==> src/rtl/md_sched.sv <==
// rtl/md_sched.sv - Multiply/divide unit scheduler: MUL/DIV arbitration, MD issue, CDB broadcast
//
// Purpose:
//   Picks one operation at a time from the MUL and DIV reservation stations,
//   issues it to the shared multiply/divide unit over a valid/ready handshake,
//   captures the result and broadcasts it on the common data bus with the
//   originating tag. At most one operation is in flight.
//
// Configuration:
//   MD_SCHED_RR_EN defined   : round-robin between MUL and DIV; the pointer
//                              moves only on acceptance and resets to
//                              "MUL granted last" so DIV wins the first tie.
//   MD_SCHED_RR_EN undefined : fixed priority, MUL over DIV; no pointer.
//
// Ports:
//   clk, reset               clock, asynchronous active-high reset
//   busy                     high whenever the FSM is not IDLE
//   mul_* / div_*            requester sets: valid/ready handshake, op,
//                            operand signedness, out_sel, operands, tag
//   md_req_*                 request to the MD unit (valid/ready), driven
//                            from the holding registers
//   md_resp_valid/_result    MD unit response (honoured in ISSUE/WAIT only)
//   cdb_req/gnt/tag/data     CDB broadcast, held until granted

module md_sched #(
    parameter int TAG_W            = 4,
    parameter int XLEN             = 32,
    parameter int MD_OP_WIDTH      = 3,
    parameter int MD_OUT_SEL_WIDTH = 2
) (
    input  logic                        clk,
    input  logic                        reset,
    output logic                        busy,

    input  logic                        mul_valid,
    output logic                        mul_ready,
    input  logic [MD_OP_WIDTH-1:0]      mul_op,
    input  logic                        mul_in_1_signed,
    input  logic                        mul_in_2_signed,
    input  logic [MD_OUT_SEL_WIDTH-1:0] mul_out_sel,
    input  logic [XLEN-1:0]             mul_a,
    input  logic [XLEN-1:0]             mul_b,
    input  logic [TAG_W-1:0]            mul_tag,

    input  logic                        div_valid,
    output logic                        div_ready,
    input  logic [MD_OP_WIDTH-1:0]      div_op,
    input  logic                        div_in_1_signed,
    input  logic                        div_in_2_signed,
    input  logic [MD_OUT_SEL_WIDTH-1:0] div_out_sel,
    input  logic [XLEN-1:0]             div_a,
    input  logic [XLEN-1:0]             div_b,
    input  logic [TAG_W-1:0]            div_tag,

    output logic                        md_req_valid,
    input  logic                        md_req_ready,
    output logic [MD_OP_WIDTH-1:0]      md_req_op,
    output logic                        md_req_in_1_signed,
    output logic                        md_req_in_2_signed,
    output logic [MD_OUT_SEL_WIDTH-1:0] md_req_out_sel,
    output logic [XLEN-1:0]             md_req_in_1,
    output logic [XLEN-1:0]             md_req_in_2,
    input  logic                        md_resp_valid,
    input  logic [XLEN-1:0]             md_resp_result,

    output logic                        cdb_req,
    input  logic                        cdb_gnt,
    output logic [TAG_W-1:0]            cdb_tag,
    output logic [XLEN-1:0]             cdb_data
);

    typedef enum logic [1:0] {
        IDLE  = 2'd0,
        ISSUE = 2'd1,
        WAIT  = 2'd2,
        BCAST = 2'd3
    } state_t;

    state_t                      state_q, state_d;
    logic [MD_OP_WIDTH-1:0]      op_q, op_d;
    logic                        in_1_signed_q, in_1_signed_d;
    logic                        in_2_signed_q, in_2_signed_d;
    logic [MD_OUT_SEL_WIDTH-1:0] out_sel_q, out_sel_d;
    logic [XLEN-1:0]             in_1_q, in_1_d;
    logic [XLEN-1:0]             in_2_q, in_2_d;
    logic [TAG_W-1:0]            tag_q, tag_d;
    logic [XLEN-1:0]             result_q, result_d;

    logic                        pick_div;
    logic                        any_valid;

`ifdef MD_SCHED_RR_EN
    // 1 = DIV was granted last, 0 = MUL was granted last.
    logic                        last_div_q, last_div_d;
`endif

    // Arbitration: which requester would be accepted this cycle in IDLE.
    always_comb begin
        any_valid = mul_valid | div_valid;
`ifdef MD_SCHED_RR_EN
        if (mul_valid && div_valid) begin
            pick_div = ~last_div_q;
        end else begin
            pick_div = div_valid;
        end
`else
        pick_div = div_valid & ~mul_valid;
`endif
    end

    always_comb begin
        state_d       = state_q;
        op_d          = op_q;
        in_1_signed_d = in_1_signed_q;
        in_2_signed_d = in_2_signed_q;
        out_sel_d     = out_sel_q;
        in_1_d        = in_1_q;
        in_2_d        = in_2_q;
        tag_d         = tag_q;
        result_d      = result_q;
`ifdef MD_SCHED_RR_EN
        last_div_d    = last_div_q;
`endif
        mul_ready     = 1'b0;
        div_ready     = 1'b0;
        md_req_valid  = 1'b0;
        cdb_req       = 1'b0;

        unique case (state_q)
            IDLE: begin
                // The ready goes only to a valid requester, so any_valid
                // already implies a completed handshake.
                if (any_valid) begin
                    mul_ready = ~pick_div;
                    div_ready = pick_div;
                    if (pick_div) begin
                        op_d          = div_op;
                        in_1_signed_d = div_in_1_signed;
                        in_2_signed_d = div_in_2_signed;
                        out_sel_d     = div_out_sel;
                        in_1_d        = div_a;
                        in_2_d        = div_b;
                        tag_d         = div_tag;
                    end else begin
                        op_d          = mul_op;
                        in_1_signed_d = mul_in_1_signed;
                        in_2_signed_d = mul_in_2_signed;
                        out_sel_d     = mul_out_sel;
                        in_1_d        = mul_a;
                        in_2_d        = mul_b;
                        tag_d         = mul_tag;
                    end
`ifdef MD_SCHED_RR_EN
                    last_div_d = pick_div;
`endif
                    state_d = ISSUE;
                end
            end
            ISSUE: begin
                md_req_valid = 1'b1;
                if (md_req_ready) begin
                    // A unit that answers in the accepting cycle skips WAIT.
                    if (md_resp_valid) begin
                        result_d = md_resp_result;
                        state_d  = BCAST;
                    end else begin
                        state_d  = WAIT;
                    end
                end
            end
            WAIT: begin
                if (md_resp_valid) begin
                    result_d = md_resp_result;
                    state_d  = BCAST;
                end
            end
            BCAST: begin
                cdb_req = 1'b1;
                if (cdb_gnt) begin
                    state_d = IDLE;
                end
            end
            default: state_d = IDLE;
        endcase
    end

    always_ff @(posedge clk or posedge reset) begin
        if (reset) begin
            state_q       <= IDLE;
            op_q          <= '0;
            in_1_signed_q <= 1'b0;
            in_2_signed_q <= 1'b0;
            out_sel_q     <= '0;
            in_1_q        <= '0;
            in_2_q        <= '0;
            tag_q         <= '0;
            result_q      <= '0;
        end else begin
            state_q       <= state_d;
            op_q          <= op_d;
            in_1_signed_q <= in_1_signed_d;
            in_2_signed_q <= in_2_signed_d;
            out_sel_q     <= out_sel_d;
            in_1_q        <= in_1_d;
            in_2_q        <= in_2_d;
            tag_q         <= tag_d;
            result_q      <= result_d;
        end
    end

`ifdef MD_SCHED_RR_EN
    always_ff @(posedge clk or posedge reset) begin
        if (reset) begin
            last_div_q <= 1'b0;
        end else begin
            last_div_q <= last_div_d;
        end
    end
`endif

    assign busy               = (state_q != IDLE);
    assign md_req_op          = op_q;
    assign md_req_in_1_signed = in_1_signed_q;
    assign md_req_in_2_signed = in_2_signed_q;
    assign md_req_out_sel     = out_sel_q;
    assign md_req_in_1        = in_1_q;
    assign md_req_in_2        = in_2_q;
    assign cdb_tag            = tag_q;
    assign cdb_data           = result_q;

endmodule

==> config.mk <==
export PLATFORM = sky130hd
export DESIGN_NAME = md_sched
export DESIGN_NICKNAME = d
export VERILOG_FILES = /design/src/rtl/md_sched.sv
export SDC_FILE = /design/constraint.sdc
export NUM_CORES = 1
export LEC_CHECK = 0
export CAP_MARGIN = 20
export CORE_UTILIZATION = 37
export CTS_CLUSTER_SIZE = 8
export DETAILED_ROUTE_END_ITERATION = 10
export GPL_TIMING_DRIVEN = 0
export HOLD_SLACK_MARGIN = 0.02
export MAX_ROUTING_LAYER = met4
export PLACE_DENSITY = 0.9
export REMOVE_ABC_BUFFERS = 1
export SYNTH_ARGS = -nofsm -noshare
export SYNTH_HDL_FRONTEND = slang
export SYNTH_SLANG_ARGS = --single-unit
==> constraint.sdc <==
create_clock -name clk -period 4.3 [get_ports clk]
set_input_delay 0.86 -clock clk [delete_from_list [all_inputs] [get_ports clk]]
set_output_delay 0.86 -clock clk [all_outputs]
set_load 0.005 [all_outputs]
### Yosys cells after proc, flatten, opt, wreduce, memory -nomap -nowiden

Cells that the tools add are included.

| operators by class | value |
|---|---|
| equality and inequality tests | 7 |
| mux-type cells | 22 |
| bitwise logic cells | 4 |
| reduce and logical (&&, ||, !) cells | 6 |

Operators with widths:

| cell | number |
|---|---|
| 2-to-1 mux 32 bit | 4 |
| one-hot mux 32 bit (2 select lines) | 1 |
| 2-to-1 mux 2 bit | 5 |
| 2-to-1 mux 1 bit | 9 |
| != test 2 bit (second input constant) | 4 |
| one-hot mux 2 bit (4 select lines) | 1 |
| equality test 2 bit (second input constant) | 2 |
| 2-to-1 mux 4 bit | 1 |
| AND reduction 2 bit | 2 |
| AND reduction 4 bit | 1 |
| nonzero test 2 bit | 2 |
| 2-to-1 mux 3 bit | 1 |
| equality test 2 x 1 -> 1 bit (second input constant) | 1 |
| logical NOT 2 bit | 1 |
| NOT 1 bit | 2 |
| bitwise AND 1 bit | 1 |
| OR 1 bit | 1 |

| word-level totals | value |
|---|---|
| bits in registers | 109 |
| input bits | 189 |
| output and inout port bits | 112 |
| logic and storage cells | 48 |

### Longest topological paths before layout

| logic depth | value |
|---|---|
| word-level depth | 5 |
| depth in mapped cells | 7 |
| mapped depth without buffers | 5 |

### Worst setup path before layout

No wires, ideal clock.

| timing | value |
|---|---|
| kind | input-to-output |
| start | input port mul_valid |
| end | output port div_ready |
| data arrival time | 1.502 ns |
| required time | 3.440 ns |
| setup slack | 1.938 ns |
| cell stages on the path | 5 |
| path buffers | 3 |
| cells stage by stage | nand2b_1 -> buf_2 -> buf_6 -> buf_6 -> nor2_1 |

| between the ends | value |
|---|---|
| word-level cells in the longest chain between the ends | 4 |
| elaborated cells on any way between the ends | 5 |
| classes of those cells | mux: 2; bitwise: 3 |

Ends and longest elaborated chain:

| element | line | RTL |
|---|---|---|
| start: declaration | 35 | `input logic mul_valid,` |
| NOT 1 bit | 107 | `pick_div = div_valid & ~mul_valid;` |
| bitwise AND 1 bit | 107 |  |
| 2-to-1 mux 1 bit * | 133 | `if (any_valid) begin` |
| 2-to-1 mux 1 bit * | 129 | `unique case (state_q)` |
| end: declaration | 46 | `output logic div_ready,` |

Mark *: on every way between the ends. The rest lies on a longest branch, timed or not.

### Worst setup path after layout

Same ends and word-level chain as after synthesis.

==> run_results.csv <==
group,metric,value,unit
worst_setup_path,startpoint_type,"input port",
cts,cts_buffers,9,
cts,holdBufCountCts,0,
sta,worst_pin_slew,0.668,ns
sta,fin_crit_sh,84.8,%
worst_setup_path,r2r_cells,6,
cts,root_buffer,"clkbuf_16",
cts,post_cts_buffers,0,
sta,rsz0062_at_grt,"false",
worst_setup_path,cp_cell_sequence,"clkdlybuf4s50_1 -> nand2b_4 -> buf_16 -> nor2_1 -> clkdlybuf4s50_1",
finish,drive_gt1_share,7.00,%
cts,clkTransAtPathRegs,0.07,ns
place,placedInstanceArea,8090,µm²
sta,fin_crit,3.64,ns
cts,cts_tree,"yes",
sta,drv_slew,0,
worst_setup_path,critPathMaxFanout,53,
sta,timing.final.hold_violations,0,
cts,clkSinkCount,109,
worst_setup_path,r2r-end,"cdb_data[26]",
finish,nets,903,
finish,multi_input_area,1970,µm²
sta,setup_tns,0,ns
logic_synthesis,synth_area,4880,µm²
detailed_routing,routed_wl,14200,µm
place,dp_hpwl,11300,µm
cts,clkLatencyLatePin,0.34,ns
cts,cts_max_path_buffers,2,
worst_setup_path,critical_path.max_stage_delay,0.58,ns
worst_setup_path,critical_path_class,"input port to primary output",
detailed_routing,post_drt_via_cell_ratio,4.73,
finish,area_delta_synth_final,71.7,%
global_route,grt_overflow,0,
run_status,status,"completed",
worst_setup_path,ff2ff_setup_slack,2.16,ns
sta,timing.final.ws_setup,0.656,ns
power_and_ir_drop,power.leakage,3.84,nW
min_path,min_to,"md_req_in_1[24]",
place,io_buffers,300,
finish,seqCellArea,2730,µm²
logic_synthesis,synth_cells,420,
floorplan,die_width,117,µm
sta,clock_skew,0.00754,ns
logic_synthesis,synth-simple-area-share,7.31,%
min_path,holdCritStartpoint,"md_req_in_1[24]",
place,pre_cts_slack,0.611,ns
detailed_routing,drt_iter0_drc,204,
flow_run,maxCapViolCount,0,
logic_synthesis,ys_seq_area_share,55.9,%
sta,max_slew_margin,55.5,%
floorplan,die_h,117,µm
cts,h-tree-depth,3,
cts,cts_resized,0,
global_route,grt_pass1_vias,4324,
logic_synthesis,postSynthAreaPerCell,11.6,µm²
logic_synthesis,synth_top_family_by_area,"multiplexers",
detailed_routing,ant_nets,0,
detailed_routing,wl_per_cell,16.0,µm
sta,fin_hold_ws,0.481,ns
min_path,hold_class,"flop to flop",
worst_setup_path,end_kind,"primary output",
worst_setup_path,cp.arrival,2.78,ns
floorplan,die_area,13600,µm²
floorplan,start_util,38.3,%
power_and_ir_drop,ir_drop,323,µV
global_route,grt_max_degree,59,
logic_synthesis,synth_compound_area_share,8.13,%
sta,setup_viol,0,
floorplan,rows,41,
place,gp_congestion,0.777,
finish,postLayoutCellArea,8370,µm²
sta,timing.fmax,274,MHz
global_route,antenna_found_initial,0,
logic_synthesis,synth_warnings,0,
logic_synthesis,synth-seq-cells,109,
logic_synthesis,synth-xor-area-share,0,%
logic_synthesis,synth_mux_area_share,23.3,%
worst_setup_path,path_buf_inv,3,
min_path,min_path_cells,2,
detailed_routing,num_vias,4188,
detailed_routing,firstDrtPassIters,4,
worst_setup_path,critical_path_required,3.44,ns
worst_setup_path,cpMaxStageDelayCell,"clkdlybuf4s50_1",
power_and_ir_drop,power.density,587,nW/µm²
worst_setup_path,rr_startpoint,"state_q[1]",
global_route,grt_pass1_wl,21100,µm
floorplan,io_pins,301,
finish,antenna_cells,0,
worst_setup_path,path_common_cell,"clkdlybuf4s50_1",
detailed_routing,drcViolationCount,0,
logic_synthesis,yosysUniqueCellTypes,24,
logic_synthesis,yosys.area_share.adder,1.28,%
worst_setup_path,worst_path_dominant_cell_family,"buffers and inverters",
floorplan,coreArea,12700,µm²
global_route,grt_use_total,21.1,%
finish,n_fill_cell,963,
==> Yosys cell counts <==
library cell / instances / area share (%)
nor2_1: 1 / 0.077
o21ai_0: 56 / 5.7
nand2_1: 76 / 5.9
nand2b_1: 3 / 0.38
mux2_1: 9 / 2.1
inv_1: 4 / 0.31
a211oi_1: 1 / 0.15
nor3_1: 1 / 0.10
buf_4: 6 / 0.92
nor3b_1: 1 / 0.15
buf_2: 10 / 1.0
a2111oi_0: 1 / 0.18
and2_1: 1 / 0.13
o21ai_1: 20 / 2.1
mux2_4: 1 / 0.31
clkbuf_1: 5 / 0.38
or4_4: 1 / 0.23
mux2_2: 24 / 5.5
clkbuf_2: 2 / 0.21
dfrtp_1: 109 / 56
mux2i_1: 75 / 15
buf_6: 5 / 1.2
ha_1: 5 / 1.3
nor2b_1: 3 / 0.38
==> metrics by stage <==
stage          utilization (%)  std cells  total power [W]
2_1_floorplan                -        392          0.00266
3_3_place_gp              62.2        864          0.00404
3_5_place_dp              63.6        870          0.00416
4_1_cts                   65.8        886          0.00497
5_1_grt                   65.8        886          0.00525
6_report                  65.8        886          0.00491
==> per-layer routing <==
| layer | share of wire, % | global-route usage (%) |
|---|---|---|
| met5 | 0 | - |
| met4 | 2.3 | 8.86 |
| met3 | 8.2 | 5.30 |
| met2 | 53 | 37.8 |
| met1 | 37 | 22.0 |
==> worst max-delay path by stage <==
stage,from,to,slack (ns),depth (start not counted)
5_1_grt,mul_valid,div_ready,0.55,5
3_3_place_gp,mul_valid,md_req_in_1[17],-4.10,3
3_5_place_dp,mul_valid,div_ready,0.61,5
6_report,mul_valid,div_ready,0.66,5
4_1_cts,mul_valid,div_ready,0.61,5
2_1_floorplan,mul_valid,cdb_tag[3],-1.63,2
==> layout make-up <==
| class | instances | share of cell area, % |
|---|---|---|
| Timing Repair Buffer | 306 | 37.7 |
| Sequential cell | 109 | 32.6 |
| Multi-Input combinational cell | 279 | 23.6 |
| Clock buffer | 12 | 3.06 |
| Tap cell | 172 | 2.57 |
| Clock inverter | 4 | 0.359 |
| Inverter | 4 | 0.209 |
==> report_power, final <==
| group | internal (W) | switching, W | leakage, nW |
|---|---|---|---|
| combinational | 0.00145 | 0.000859 | 2.38 |
| clock | 0.000429 | 0.000371 | 0.140 |
| sequential | 0.00154 | 0.000270 | 1.33 |
==> layout by cell type (no fill, tap or decap), types with 2 or more instances in the layout <==
cell and instances:
clkdlybuf4s50_1 300, inv_1 3, buf_12 2, nand2_1 76, buf_16 4, dfrtp_1 109, ha_1 5, mux2_2 24
nor2b_1 3, clkbuf_16 9, nand2b_1 2, mux2i_1 75, o21ai_1 19, o21ai_0 56, clkbuf_8 2, mux2_1 9
inv_6 2
==> worst register-to-register path, cell delays in order, from the launching register on <==
cell and delay (ns):
dfrtp_1 0.43, inv_1 0.12, ha_1 0.20, mux2_2 0.34, nand2_1 0.33, buf_16 0.23
mux2_1 0.37
==> registers in the layout, summed over array words and instances (netlist names) <==
register and count:
md_req_in_2 32, md_req_in_2_signed 1, md_req_in_1_signed 1, cdb_data 32, state_q 2, cdb_tag 4, md_req_op 3, md_req_in_1 32
md_req_out_sel 2
==> cell families (layout without fill, tap and decap cells) <==
kind of cell,after synthesis,in the layout
buffers and inverters,32,326
muxes,109,109
adders and majority gates,5,5
AOI/OAI and AO/OA,78,78
and+or+nand+nor,87,87
DFF,109,109
Note: power is estimated with default switching activity, not from simulation.
